--- src/rtl/spi_slave_regbank.sv ---
// SPI responder with a small register bank. The SPI pins are oversampled in
// the clk domain; a command byte (bit7 = write, bits[6:0] = start address)
// is followed by auto-incrementing data bytes, MSB first, in any SPI mode.
//
// state      | meaning
// -----------+----------------------------------------------------------
// S_IDLE     | deselected, or waiting for a fresh cs_n fall after reset
// S_CMD      | shifting in the command byte
// S_WR_DATA  | shifting in data bytes, committing each to the bank
// S_RD_DATA  | shifting out bank contents on miso
module spi_slave_regbank #(
    parameter int DATA_W      = 8,
    parameter int NUM_REGS    = 8,
    parameter int ADDR_W      = 3,
    parameter int SYNC_STAGES = 2
) (
    input  logic                       clk,
    input  logic                       reset,
    input  logic [1:0]                 MODE,
    input  logic                       sclk,
    input  logic                       cs_n,
    input  logic                       mosi,
    output logic                       miso,
    output logic                       miso_oe,
    output logic [NUM_REGS*DATA_W-1:0] regs_flat,
    output logic                       wr_pulse,
    output logic [ADDR_W-1:0]          wr_addr,
    output logic                       frame_done,
    output logic                       frame_err
);
    localparam int CNT_W = $clog2(DATA_W);
    localparam logic [CNT_W-1:0] LAST_BIT = CNT_W'(DATA_W - 1);

    typedef enum logic [1:0] {S_IDLE, S_CMD, S_WR_DATA, S_RD_DATA} state_t;

    state_t                 state_q, state_d;
    logic [SYNC_STAGES-1:0] sclk_sync, cs_sync, mosi_sync;
    logic                   sclk_prev, cs_prev, armed_q;
    logic                   cpol_q, cpha_q;
    logic [CNT_W-1:0]       bit_cnt_q, bit_cnt_d;
    logic [DATA_W-2:0]      rx_sh_q;
    logic [DATA_W-1:0]      tx_q;
    logic [ADDR_W-1:0]      addr_q;
    logic                   addr_bad_q;
    logic                   byte_sampled_q;
    logic [DATA_W-1:0]      regs_q [NUM_REGS];

    logic              sclk_s, cs_s, mosi_s;
    logic              sclk_rise, sclk_fall, cs_fall, cs_rise;
    logic              lead_edge, trail_edge, active;
    logic              sample_edge, shift_edge, last_bit, byte_done;
    logic              frame_end, cmd_done, frame_done_d, frame_err_d;
    logic [DATA_W-1:0] rx_byte;
    logic [ADDR_W-1:0] cmd_addr;
    logic              cmd_bad;

    assign sclk_s = sclk_sync[SYNC_STAGES-1];
    assign cs_s   = cs_sync[SYNC_STAGES-1];
    assign mosi_s = mosi_sync[SYNC_STAGES-1];

    assign sclk_rise = sclk_s & ~sclk_prev;
    assign sclk_fall = ~sclk_s & sclk_prev;
    assign cs_fall   = cs_prev & ~cs_s;
    assign cs_rise   = ~cs_prev & cs_s;

    assign lead_edge   = cpol_q ? sclk_fall : sclk_rise;
    assign trail_edge  = cpol_q ? sclk_rise : sclk_fall;
    assign active      = (state_q != S_IDLE);
    assign sample_edge = active & (cpha_q ? trail_edge : lead_edge);
    assign shift_edge  = active & (cpha_q ? lead_edge : trail_edge);
    assign last_bit    = (bit_cnt_q == LAST_BIT);
    assign byte_done   = sample_edge & last_bit;
    assign frame_end   = active & cs_rise;

    assign rx_byte  = {rx_sh_q, mosi_s};
    assign cmd_addr = rx_byte[ADDR_W-1:0];
    assign cmd_bad  = (int'(rx_byte[DATA_W-2:0]) >= NUM_REGS);

    // cs_n sync chain resets to "selected" so a select held across reset
    // never looks like a fresh falling edge; armed_q gates miso_oe until
    // cs_n has been seen high.
    assign miso_oe = armed_q & ~cs_s;
    assign miso    = (state_q == S_RD_DATA) ? tx_q[DATA_W-1] : 1'b0;

    for (genvar g = 0; g < NUM_REGS; g++) begin : g_flat
        assign regs_flat[g*DATA_W +: DATA_W] = regs_q[g];
    end

    // Pin synchronisers and previous-value flops for edge detection.
    always_ff @(posedge clk or negedge reset) begin
        if (!reset) begin
            sclk_sync <= '0;
            cs_sync   <= '0;
            mosi_sync <= '0;
            sclk_prev <= 1'b0;
            cs_prev   <= 1'b0;
            armed_q   <= 1'b0;
        end else begin
            sclk_sync <= {sclk_sync[SYNC_STAGES-2:0], sclk};
            cs_sync   <= {cs_sync[SYNC_STAGES-2:0], cs_n};
            mosi_sync <= {mosi_sync[SYNC_STAGES-2:0], mosi};
            sclk_prev <= sclk_s;
            cs_prev   <= cs_s;
            armed_q   <= armed_q | cs_s;
        end
    end

    // FSM state register.
    always_ff @(posedge clk or negedge reset) begin
        if (!reset) begin
            state_q <= S_IDLE;
        end else begin
            state_q <= state_d;
        end
    end

    // Next state, bit count and frame-end strobes; a sample landing in the
    // same clk as the cs_n rise is counted before the frame is judged.
    always_comb begin
        state_d      = state_q;
        bit_cnt_d    = sample_edge ? bit_cnt_q + CNT_W'(1) : bit_cnt_q;
        cmd_done     = (state_q == S_WR_DATA) || (state_q == S_RD_DATA) ||
                       ((state_q == S_CMD) && byte_done);
        frame_done_d = frame_end & cmd_done & (bit_cnt_d == '0);
        frame_err_d  = frame_end & (bit_cnt_d != '0);
        case (state_q)
            S_IDLE: if (cs_fall) state_d = S_CMD;
            S_CMD:  if (byte_done) state_d = rx_byte[DATA_W-1] ? S_WR_DATA : S_RD_DATA;
            default: ;
        endcase
        if (frame_end) state_d = S_IDLE;
    end

    // Shift registers, address pointer, register bank and strobes.
    always_ff @(posedge clk or negedge reset) begin
        if (!reset) begin
            cpol_q         <= 1'b0;
            cpha_q         <= 1'b0;
            bit_cnt_q      <= '0;
            rx_sh_q        <= '0;
            tx_q           <= '0;
            addr_q         <= '0;
            addr_bad_q     <= 1'b0;
            byte_sampled_q <= 1'b0;
            wr_pulse       <= 1'b0;
            wr_addr        <= '0;
            frame_done     <= 1'b0;
            frame_err      <= 1'b0;
            for (int i = 0; i < NUM_REGS; i++) regs_q[i] <= '0;
        end else begin
            wr_pulse   <= 1'b0;
            frame_done <= frame_done_d;
            frame_err  <= frame_err_d;
            if (!active) begin
                if (cs_fall) begin
                    cpol_q         <= MODE[1];
                    cpha_q         <= MODE[0];
                    bit_cnt_q      <= '0;
                    tx_q           <= '0;
                    addr_bad_q     <= 1'b0;
                    byte_sampled_q <= 1'b0;
                end
            end else begin
                bit_cnt_q <= frame_end ? '0 : bit_cnt_d;
                if (sample_edge) begin
                    rx_sh_q        <= rx_byte[DATA_W-2:0];
                    byte_sampled_q <= ~last_bit;
                end else if (shift_edge && byte_sampled_q && state_q == S_RD_DATA) begin
                    tx_q <= tx_q << 1;
                end
                if (byte_done) begin
                    case (state_q)
                        S_CMD: begin
                            addr_bad_q <= cmd_bad;
                            if (rx_byte[DATA_W-1]) begin
                                addr_q <= cmd_addr;
                            end else begin
                                tx_q   <= cmd_bad ? '0 : regs_q[cmd_addr];
                                addr_q <= cmd_bad ? cmd_addr : cmd_addr + ADDR_W'(1);
                            end
                        end
                        S_WR_DATA: begin
                            if (!addr_bad_q) begin
                                regs_q[addr_q] <= rx_byte;
                                wr_pulse       <= 1'b1;
                                wr_addr        <= addr_q;
                                addr_q         <= addr_q + ADDR_W'(1);
                            end
                        end
                        S_RD_DATA: begin
                            tx_q <= addr_bad_q ? '0 : regs_q[addr_q];
                            if (!addr_bad_q) addr_q <= addr_q + ADDR_W'(1);
                        end
                        default: ;
                    endcase
                end
            end
        end
    end

endmodule

--- config.mk ---
export PLATFORM = sky130hd
export DESIGN_NAME = spi_slave_regbank
export DESIGN_NICKNAME = d
export VERILOG_FILES = /design/src/rtl/spi_slave_regbank.sv
export SDC_FILE = /design/constraint.sdc
export NUM_CORES = 1
export LEC_CHECK = 0
export ABC_AREA = 0
export BUFFER_PORTS_ARGS = -buffer_cell sky130_fd_sc_hd__buf_2
export CAP_MARGIN = 20
export CELL_PAD_IN_SITES_DETAIL_PLACEMENT = 0
export CELL_PAD_IN_SITES_GLOBAL_PLACEMENT = 2
export CORE_MARGIN = 2
export CORE_UTILIZATION = 39
export CTS_BUF_LIST = sky130_fd_sc_hd__clkbuf_8 sky130_fd_sc_hd__clkbuf_16
export CTS_CLUSTER_SIZE = 40
export DETAILED_ROUTE_END_ITERATION = 6
export GPL_TIMING_DRIVEN = 0
export PLACE_DENSITY_LB_ADDON = 0.1
export SYNTH_ARGS = -nofsm -noshare
export SYNTH_HDL_FRONTEND = slang
export SYNTH_SLANG_ARGS = --single-unit
export TNS_END_PERCENT = 30
--- constraint.sdc ---
create_clock -name clk -period 3.05 [get_ports clk]
set_input_delay 0.4575 -clock clk [delete_from_list [all_inputs] [get_ports clk]]
set_output_delay 0.4575 -clock clk [all_outputs]
set_load 0.02 [all_outputs]
* Yosys cells after proc, flatten, opt, wreduce, memory -nomap -nowiden
Cells that the tools add are included.
Cells by class: add/subtract/negate cells 3, $mul 0, divide/modulo/power cells 0, $lt $le $gt $ge 4, eq/ne operators 10, shifts and indexed selects 0, muxes and demuxes 46, bitwise operators 22, reductions and logical operators 21
Operators by type and width (count):
- 2-to-1 mux 8 bit | 13
- bitwise mux 64 bit | 1
- binary-select mux 8 bit (select 3 bit) | 2
- demux 8 bit (select 3 bit) | 1
- 2-to-1 mux 3 bit | 7
- 2-to-1 mux 1 bit | 16
- case mux 8 bit (2 select lines) | 1
- bitwise AND 1 bit | 12
- adder 3 x 1 -> 3 bit, second input constant | 3
- greater-or-equal comparator 4 bit, second input constant | 2
- NOT 3 -> 4 bit | 2
- AND reduction 4 bit | 2
- greater-or-equal comparator 7 x 4 -> 1 bit, second input constant | 1
- NOT 1 bit | 7
- 2-to-1 mux 2 bit | 3
- != test 2 x 1 -> 1 bit, second input constant | 3
- != test 3 bit, second input constant | 2
- case mux 3 bit (2 select lines) | 1
- AND reduction 2 bit | 3
- AND reduction 3 bit | 2
- nonzero test 2 bit | 3
- nonzero test 3 bit | 2
- == test 2 bit, second input constant | 2
- logical AND 1 bit | 4
- 10 further kinds | 11
Word-level totals: bits in registers 106, bits in latches 0, memory bits (writable) 0, memory bits (read-only) 0, input port bits 7, output and inout port bits 72, logic and storage cells 133, memories kept 0

* Longest topological paths before layout
Gate-level depths: netlist of the first run.
word-level depth 13, depth in mapped cells 8, gate-level depth less buffers 6

* Worst setup path after synthesis of the first run
No wires, ideal clock.
path kind register to register, start reg cpha_q, end reg regs_q, in the netlist regs_flat[56], library setup time 125 ps, arrival 2175 ps, required time 2925 ps, path slack 750 ps, stages on the path, launching flop included 8, buffers on the path 1, clock period less this slack 2300 ps, path through dfrtp_1 > xnor2_2 > mux2i_4 > nand4_2 > or2_1 > buf_6 > nor2_8 > mux2_2
Between the ends: cells in the longest elaborated chain, start to end 4
Ends and longest elaborated chain:
- start, declared | line 39 | logic cpol_q, cpha_q;
- start signal, assigned | line 157 | cpha_q <= MODE[0];
- 2-to-1 mux 1 bit | line 69 | assign sample_edge = active & (cpha_q ? trail_edge : lead_edge);
- bitwise AND 1 bit | line 69
- bitwise AND 1 bit | line 72 | assign byte_done = sample_edge & last_bit;
- AND reduction 4 bit (no line)
- end signal, assigned by index | line 184 | regs_q[addr_q] <= rx_byte;
- end, declared | line 46 | logic [DATA_W-1:0] regs_q [NUM_REGS];
Every way passes these cells. A chain may end at the register's enable or synchronous reset.

* Worst setup path in the final report of the first run
start reg cpha_q, end reg regs_q, in the netlist regs_flat[57]
The elaborated chain is that of the path after synthesis.

==> out/metrics.cfg, run 1 <==
[die]
dieArea_mm2=0.01545
io-pin-count=79
start_util=0.4036
coreArea_mm2=0.01399
die_width_um=124.3
rows=43
chipHeight_um=124.3

[routing]
drt-wirelength-per-cell_um=21.27
dr_total_vias=4089
vias_per_cell=5.563
first_iter_violations=186
first_pass_iters=4
drt_wl_total_mm=15.63
drcViolationCount=0
antenna_left=0

[grt]
grt_max_degree=61
grt_first_pass_wirelength_mm=24.65
grt_pass1_vias=4098
grt_antenna_before_repair=0
grt.total_usage=0.2082
grt_overflow_total=0

[place]
dp_hpwl_mm=11.50
place_area_mm2=0.006291
portBuffers=78
routabilityCongestion=0.8068

[setup_path]
startpoint_type=flip-flop
endpoint_kind=flip-flop
critical_path_class=reg2reg
timing.rr.start=cpha_q
critPathMaxStageDelay_ns=0.41
crit_path_top_delay_cell=dfrtp_1
path_cells=xnor2_2, mux2i_4, nand4_2, or2_1, buf_6, nor2_8, mux2_2
worst_r2r_endpoint=regs_flat[57]
crit_fanout=9
critPathRequiredTime_ns=3.30
critPathArrivalTime_ns=2.97
ff2ff_setup_slack_ns=0.33
reg2regPathDepth=7
crit_start=cpha_q

[final_layout]
drive_gt1_frac=0.3586
nNetsFinal=563
antenna_cells=0
layout_common_cells=dfrtp_1 (106), buf_2 (85), nand2_1 (48), mux2_2 (40), mux2i_1 (39)
area_delta_synth_final_pct=16.76
layout_commonest_cell=dfrtp_1
finish.instance_area_mm2=0.006591

[yosys]
syn-cell-area_mm2=0.005645
syn_avg_cell_area_um2=12.25
yosys.area.top_type=dfrtp_1
synth.ff_latch_count=106
synth_top_area_frac=0.4699
synthDistinctLibCells=51
seq_area_frac_synth=0.4699
yosys-top-cells-area=dfrtp_1 (47%), mux2_2 (8.0%), mux4_2 (7.2%)
syn_nets=473
yosysWarnings=0
syn_inst=461

[status]
status=complete, no violations

[timing]
setup_viol=0
min_period_over_period=0.8915
setup_tns_ns=0
period_minus_slack_ns=2.719
worstMarginPinSlew_ns=0.7293
finalHoldViolations=0
drv_slew=0
finalClockSkew_ns=0.008200
fmax_mhz=367.8
rsz0062_at_grt=false
slew_headroom=0.5138

[pwr]
ir_drop_mv=0.2900
p_sw_mw=1.314
p_leak_nw=3.217
swShare=0.3456
power_frac_seq=0.409
p_comb_frac=0.275
p_clk_frac=0.316
p_per_area_mw_per_mm2=576.7
power.internal_mw=2.487

[cts]
clock_latency_ns=0.36
clock_path_buffers=2
clk_pin_slew_ns=0.07
ctsResizeCount=0
postCtsSetupRepairBufs=0
tritoncts=yes
clkSinkCount=106
cts_buffers=9
hold_buffers=0
cts_root_buf=clkbuf_16
h-tree-depth=3

[hold_path]
min_path_type=in2async

[run]
max_cap_violations=0

-- layout make-up --
class                      count  area (um2)
clock inverter                 6       75.07
inverter                       5       18.77
multi-input combinational    314        2821
sequential                   106        2653
fill                        1353        7397
clock buffer                   9       225.2
tap                          180       225.2
timing repair buffer          79       420.4
buffer                        36       152.6
-- metal layers --
layer | GRT usage | up-vias | share of wire
met1 | 0.2938 | 2101 | 0.47
met5 | 0 | - | 0
met4 | 0.04494 | 0 | 0.011
li1 | - | 1876 | -
met3 | 0.05241 | 17 | 0.042
met2 | 0.3263 | 95 | 0.48
-- worst max path at each step --
stage          slack [ns]       endpoint
3_5_place_dp         0.33  regs_flat[57]
6_report             0.33  regs_flat[57]
3_3_place_gp         0.31  regs_flat[53]
5_1_grt              0.17        tx_q[7]
4_1_cts              0.31        tx_q[7]
2_1_floorplan        0.75  regs_flat[56]
-- synthesized netlist by cell type (all sizes together) --
cell type	instances
nor4	3
o21a	2
mux2i	40
o211a	1
o211ai	1
nand4	3
o21ai	27
ha	5
or4b	1
inv	4
nor3b	1
or3	5
a21oi	7
nor2	18
clkbuf	23
and2	1
a2111oi	1
nand2b	5
o221a	1
a221oi	3
xor2	1
buf	13
a21o	1
a41oi	4
xnor2	2
o311ai	1
mux4	18
a31oi	3
dfrtp	106
nor2b	6
nand2	48
and4	1
a22oi	4
nand3	7
and3	2
mux2	66
or2	4
a32o	6
clkinv	1
nor3	3
o22ai	10
a211oi	2
-- cells by family after synthesis --
family,after synthesis,synth area share
flip-flops,106,0.4699
AO/OA/AOI/OAI,74,0.08622
buffers and inverters,41,0.03036
XOR/XNOR,3,0.005985
multiplexers,124,0.2939
AND/OR/NAND/NOR,108,0.1026
adder cells (fa/ha/maj),5,0.01108
-- registers in the layout (all words and copies together), names as in the netlist, 2 cells and up --
name and flops:
regs_flat 64, tx_q 8, rx_sh_q 7, addr_q 3
bit_cnt_q 3, wr_addr 3, cs_sync 2, mosi_sync 2
sclk_sync 2, state_q 2
-- worst max-delay path: cells and delay by family, from the launching register on --
kind / cells / cell delay (ns)
simple gates: 3 / 0.87
mux: 2 / 0.78
flops: 1 / 0.41
xor+xnor: 1 / 0.37
buf+inv: 1 / 0.17
-- power groups by stage --
stage          clock [mW]  combinational (mW)  sequential, mW
3_5_place_dp            0                1.05            1.58
5_1_grt              1.30                1.16            1.57
3_3_place_gp            0                1.04            1.58
6_report             1.20                1.05            1.55
2_1_floorplan           0               0.733            1.57
4_1_cts              1.23                1.06            1.55
-- per-stage QoR --
stage | hold WS [ns] | cells | power (mW) | worst slack [ns] | util
after CTS | 0.1299 | 735 | 3.835 | 0.3126 | 0.4712
after detailed placement | 0.3426 | 720 | 2.635 | 0.3302 | 0.4497
after global placement | 0.3317 | 719 | 2.621 | 0.3087 | 0.4476
after global routing | 0.1616 | 735 | 4.022 | 0.1678 | 0.4712
final | 0.1049 | 735 | 3.801 | 0.3308 | 0.4712
after floorplan | 0.1619 | 461 | 2.300 | 0.7499 | -
Power figures use the tool's default switching activity.
==> run 2, diff against run 1 <==
--- a/config.mk
+++ b/config.mk
@@ -16,7 +16,7 @@
 export CTS_CLUSTER_SIZE = 40
 export DETAILED_ROUTE_END_ITERATION = 6
 export GPL_TIMING_DRIVEN = 0
-export PLACE_DENSITY_LB_ADDON = 0.1
+export PLACE_DENSITY = 0.88
 export SYNTH_ARGS = -nofsm -noshare
 export SYNTH_HDL_FRONTEND = slang
 export SYNTH_SLANG_ARGS = --single-unit
==> run 2 against run 1 <==
Against the previous run:
- global-route usage decreased by 0.34 points
- clock power rose by 5%
- register-to-register slack worse by 0.03 ns
- worst hold slack worse by 0.0028 ns
- clock-buffer cell count up 1
- clock skew up 0.0046 ns
- setup slack worse by 0.027 ns
- die area is the same
- largest power group unchanged
- highest routed layer unchanged
==> out/metrics.cfg, run 2 (synthesis results as in run 1) <==
[die]
dieArea_mm2=0.01545  ; unchanged
coreArea_mm2=0.01399  ; unchanged
rows=43  ; unchanged
die_width_um=124.3  ; unchanged
chipHeight_um=124.3  ; unchanged
start_util=0.4036  ; unchanged
io-pin-count=79  ; unchanged

[final_layout]
largest_reg_flops=64  ; unchanged
area_delta_synth_final_pct=17.13
layout_commonest_cell=dfrtp_1
drive_gt1_frac=0.3561  ; -0.002443
layoutNonFillerInstCount=736  ; +0.14%
layout_common_cells=dfrtp_1 (106), buf_2 (85), nand2_1 (48), mux2_2 (40), mux2i_1 (39)
antenna_cells=0  ; unchanged
nNetsFinal=563  ; unchanged

[routing]
dr_total_vias=4120  ; +0.76%
antenna_left=0  ; unchanged
drt-wirelength-per-cell_um=20.78  ; -2.3%
drt-met1-wl_mm=6.968  ; -4.9%
vias_per_cell=5.598  ; +0.62%
wl_met2_mm=7.340  ; -1.8%
first_pass_iters=4  ; unchanged
drcViolationCount=0  ; unchanged
first_iter_violations=232  ; +25%
route.met3.wl_um=798  ; +22%
drt_wl_total_mm=15.30  ; -2.1%
top_layer=met4

[hold_path]
min_path_type=in2async

[timing]
drv_slew=0  ; unchanged
whs_ns=0.1021  ; -0.002770 ns
setup_tns_ns=0  ; unchanged
rsz0062_at_grt=false
finalHoldViolations=0  ; unchanged
fmax_mhz=364.2  ; -0.97%
finalClockSkew_ns=0.01285  ; +0.004647 ns
slew_headroom=0.5295  ; +0.01572
period_minus_slack_ns=2.746  ; +0.02664 ns
min_period_over_period=0.9003  ; +0.008735
worstMarginPinSlew_ns=0.7057  ; -0.02358 ns
setup_viol=0  ; unchanged

[setup_path]
crit_family=buffers and inverters
critPathArrivalTime_ns=2.99  ; +0.02 ns
critPathRequiredTime_ns=3.30  ; about the same
crit_fanout=10  ; +1
cp.buffers_inverters=3  ; +2
startpoint_type=flip-flop
critical_path_class=reg2reg
reg2regPathDepth=8  ; +1
path_cells=buf_2, buf_1, clkbuf_1, mux2i_1, nand3_1, a41oi_1, o22ai_1, a32o_1
critPathMaxStageDelay_ns=0.55  ; +0.14 ns
critical_path_depth=8  ; +1
endpoint_kind=flip-flop
crit_path_top_delay_cell=clkbuf_1

[cts]
postCtsSetupRepairBufs=0  ; unchanged
clock_path_buffers=2  ; unchanged
clkSinkCount=106  ; unchanged
cts_root_buf=clkbuf_16
h-tree-depth=3  ; unchanged
clk_pin_slew_ns=0.07  ; about the same
cts_buffers=9  ; unchanged
clock_latency_ns=0.35  ; about the same
tritoncts=yes
ctsResizeCount=0  ; unchanged
hold_buffers=0  ; unchanged

[status]
status=complete, no violations

[grt]
grt_max_degree=66  ; +8.2%
grt.total_usage=0.2048  ; -0.003406
grt_first_pass_wirelength_mm=24.60  ; -0.19%
grt_antenna_before_repair=0  ; unchanged
grt_overflow_total=0  ; unchanged
grt_pass1_vias=4214  ; +2.8%

[place]
dp_cells=720  ; unchanged
portBuffers=78  ; unchanged
dp_hpwl_mm=11.04  ; -4.0%
routabilityCongestion=0.8407  ; +4.2%

[pwr]
p_leak_nw=3.230  ; +0.40%
ir_drop_mv=0.2637  ; -9.1%
p_per_area_mw_per_mm2=582.8  ; +1.1%

[run]
max_cap_violations=0  ; unchanged

## run 2: cell types whose count changed in the layout (fill, tap and decap cells not counted), sizes merged
| cell | before | now |
|---|---|---|
| clkinv | 2 | 1 |
| inv | 7 | 6 |
| clkbuf | 32 | 33 |
| clkinvlp | 1 | 2 |
| bufinv | 1 | 2 |
## run 2: where the power goes
group	internal, mW	switching (mW)
clock	0.737	0.527
combinational	0.350	0.685
sequential	1.49	0.0634
total	2.58	1.28
## run 2: stage by stage
step / worst slack [ns] / cell area, um2 / util / power, mW
floorplan: 0.7499 / 5645 / - / 2.300
global placement: 0.3515 / 6261 / 0.4476 / 2.591
detailed placement: 0.3319 / 6291 / 0.4497 / 2.618
CTS: 0.3221 / 6613 / 0.4727 / 3.883
global route: 0.1120 / 6613 / 0.4727 / 4.076
finish: 0.3042 / 6613 / 0.4727 / 3.854
## run 2: cell type report
type / count / area (um2)
tap: 180 / 225.2
buffer: 36 / 152.6
fill: 1324 / 7376
multi-input combinational: 314 / 2821
sequential: 106 / 2653
timing repair buffer: 79 / 420.4
clock inverter: 6 / 82.58
inverter: 5 / 18.77
clock buffer: 10 / 239.0
## run 2: worst paths after layout
| kind | slack, ns | to | start |
|---|---|---|---|
| max | 0.30 | tx_q[7] | rx_sh_q[0] |
| max reg2reg | 0.30 | tx_q[7] | rx_sh_q[0] |
| min in group clk | 0.21 | mosi_sync[0] | mosi |
| min reg2reg | 0.35 | cs_sync[1] | cs_sync[0] |
| max in group asynchronous | 2.23 | regs_flat[8] | reset |
| min | 0.10 | regs_flat[20] | reset |
## run 2: worst register-to-register path, delay by kind of cell, from the launching register on
| family | cells | cell delay [ns] |
|---|---|---|
| and+or+nand+nor | 1 | 0.10 |
| muxes | 1 | 0.28 |
| AOI/OAI and AO/OA | 3 | 0.62 |
| DFF | 1 | 0.35 |
| buffers and inverters | 3 | 1.28 |
## run 2: per-layer routing
metal | GRT usage | vias up
met3 | 0.03952 | 13
met1 | 0.2932 | 2101
li1 | - | 1882
met5 | 0 | -
met4 | 0.05552 | 0
met2 | 0.3202 | 124
==> run 3, diff against run 2 <==
--- a/config.mk
+++ b/config.mk
@@ -10,6 +10,7 @@
 export CAP_MARGIN = 20
 export CELL_PAD_IN_SITES_DETAIL_PLACEMENT = 0
 export CELL_PAD_IN_SITES_GLOBAL_PLACEMENT = 2
+export CORE_ASPECT_RATIO = 1.75
 export CORE_MARGIN = 2
 export CORE_UTILIZATION = 39
 export CTS_BUF_LIST = sky130_fd_sc_hd__clkbuf_8 sky130_fd_sc_hd__clkbuf_16
==> run 3 against run 2 <==
Against the previous run:
- clock skew fell by 0.00057 ns
- total power fell by 2.9%
- global-route usage up 1.1 points
- maximum frequency decreased by 6.9%
- critical path depth unchanged
- largest cell class unchanged
==> out/metrics.cfg, run 3 (synthesis results as in run 1) <==
[cts]
clk_pin_slew_ns=0.08  ; about the same
cts_buffers=9  ; unchanged
postCtsSetupRepairBufs=0  ; unchanged
clock_path_buffers=2  ; unchanged
ctsResizeCount=0  ; unchanged
hold_buffers=0  ; unchanged
h-tree-depth=3  ; unchanged
clock_latency_ns=0.36  ; about the same
tritoncts=yes
cts_root_buf=clkbuf_16
clkSinkCount=106  ; unchanged

[die]
start_util=0.3949  ; -0.008689
die_width_um=94.95  ; -24%
coreArea_mm2=0.01430  ; +2.2%
chipHeight_um=163.2  ; +31%
dieArea_mm2=0.01549  ; +0.24%
io-pin-count=79  ; unchanged
rows=58  ; +35%

[final_layout]
layout_commonest_cell=dfrtp_1
largest_reg_flops=64  ; unchanged
nNetsFinal=563  ; unchanged
drive_gt1_frac=0.3568  ; +0.0006416
antenna_cells=0  ; unchanged
area_delta_synth_final_pct=16.31
post-route-util=0.4593  ; -0.01342
layout_common_cells=dfrtp_1 (106), buf_2 (85), nand2_1 (48), mux2_2 (40), mux2i_1 (39)

[timing]
min_period_over_period=0.9667  ; +0.06646
rsz0062_at_grt=false
whs_ns=0.05076  ; -0.05135 ns
finalClockSkew_ns=0.01228  ; -0.0005721 ns
finalHoldViolations=0  ; unchanged
worstMarginPinSlew_ns=0.8539  ; +0.1482 ns
period_minus_slack_ns=2.948  ; +0.2027 ns
setup_tns_ns=0  ; unchanged
slew_headroom=0.4307  ; -0.09882
fmax_mhz=339.2  ; -6.9%
drv_slew=0  ; unchanged
setup_viol=0  ; unchanged

[routing]
drcViolationCount=0  ; unchanged
drt_wl_total_mm=16.16  ; +5.6%
dr_total_vias=4234  ; +2.8%
vias_per_cell=5.761  ; +2.9%
antenna_left=0  ; unchanged
drt-wirelength-per-cell_um=21.98  ; +5.8%
first_pass_iters=5  ; +1
first_iter_violations=267  ; +15%

[setup_path]
critical_path_class=reg2reg
endpoint_kind=flip-flop
startpoint_type=flip-flop
reg2regPathDepth=8  ; unchanged
crit_start=rx_sh_q[0]
timing.rr.start=rx_sh_q[0]
crit_fanout=10  ; unchanged
ff2ff_setup_slack_ns=0.10  ; -0.20 ns
critPathRequiredTime_ns=3.29  ; about the same
critPathArrivalTime_ns=3.18  ; +0.19 ns

[grt]
grt_first_pass_wirelength_mm=24.96  ; +1.5%
grt_max_degree=73  ; +11%
grt_pass1_vias=4471  ; +6.1%
grt_antenna_before_repair=0  ; unchanged
grt_overflow_total=0  ; unchanged
grt.total_usage=0.2162  ; +0.01140

[pwr]
swShare=0.3573  ; +0.02632
p_clk_frac=0.296  ; -0.032
p_per_area_mw_per_mm2=569.6  ; -2.3%
p_leak_nw=3.212  ; -0.55%
p_comb_frac=0.287  ; +0.018
ir_drop_mv=0.2853  ; +8.2%
p_sw_mw=1.336  ; +4.8%
power.internal_mw=2.404  ; -6.8%
power_frac_seq=0.417  ; +0.013

[place]
routabilityCongestion=0.8802  ; +4.7%
dp_hpwl_mm=11.86  ; +7.5%
portBuffers=78  ; unchanged

[run]
max_cap_violations=0  ; unchanged

[hold_path]
min_path_type=in2async

[status]
status=complete, no violations

[run 3: power by group through the flow]
| stage | Combinational [mW] | Clock (mW) | Sequential [mW] |
|---|---|---|---|
| finish | 1.07 | 1.11 | 1.56 |
| floorplan | 0.733 | 0 | 1.57 |
| CTS | 1.05 | 1.13 | 1.56 |
| detailed placement | 1.05 | 0 | 1.58 |
| global placement | 1.03 | 0 | 1.58 |
| global route | 1.16 | 1.18 | 1.57 |
[run 3: per-stage QoR]
stage	power (mW)	instances	worst slack, ns	instance area, um2
floorplan	2.300	461	0.7499	5645
global placement	2.607	719	0.2265	6261
detailed placement	2.635	720	0.1913	6291
CTS	3.739	735	0.1767	6566
global route	3.914	735	0.04378	6566
finish	3.740	735	0.1015	6566
[run 3: cell type report]
type                            count  area, um2
Clock inverter                      6      50.05
Buffer                             36      152.6
Timing Repair Buffer               79      420.4
Fill cell                        1338       7730
Multi-Input combinational cell    314       2821
Clock buffer                        9      225.2
Tap cell                          180      225.2
Inverter                            5      18.77
Sequential cell                   106       2653
[run 3: layer usage]
metal | track usage | part of all wire
met3 | 0.03229 | 0.035
met2 | 0.3888 | 0.55
met1 | 0.2437 | 0.37
met5 | 0 | 0
met4 | 0.1074 | 0.043
[run 3: path summary, 6_finish.rpt]
path                                 end
min reg2reg                 mosi_sync[1]
max                              tx_q[7]
max reg2reg                      tx_q[7]
min                        regs_flat[37]
max in group asynchronous     wr_addr[2]
min in group clk              cs_sync[0]
[run 3: worst max-delay path: stages, from the launching register on]
cell and delay, ns:
dfrtp_1 0.35, buf_2 0.24, buf_1 0.53, clkbuf_1 0.62
mux2i_1 0.36, nand3_1 0.11, a41oi_1 0.26, o22ai_1 0.11
a32o_1 0.26
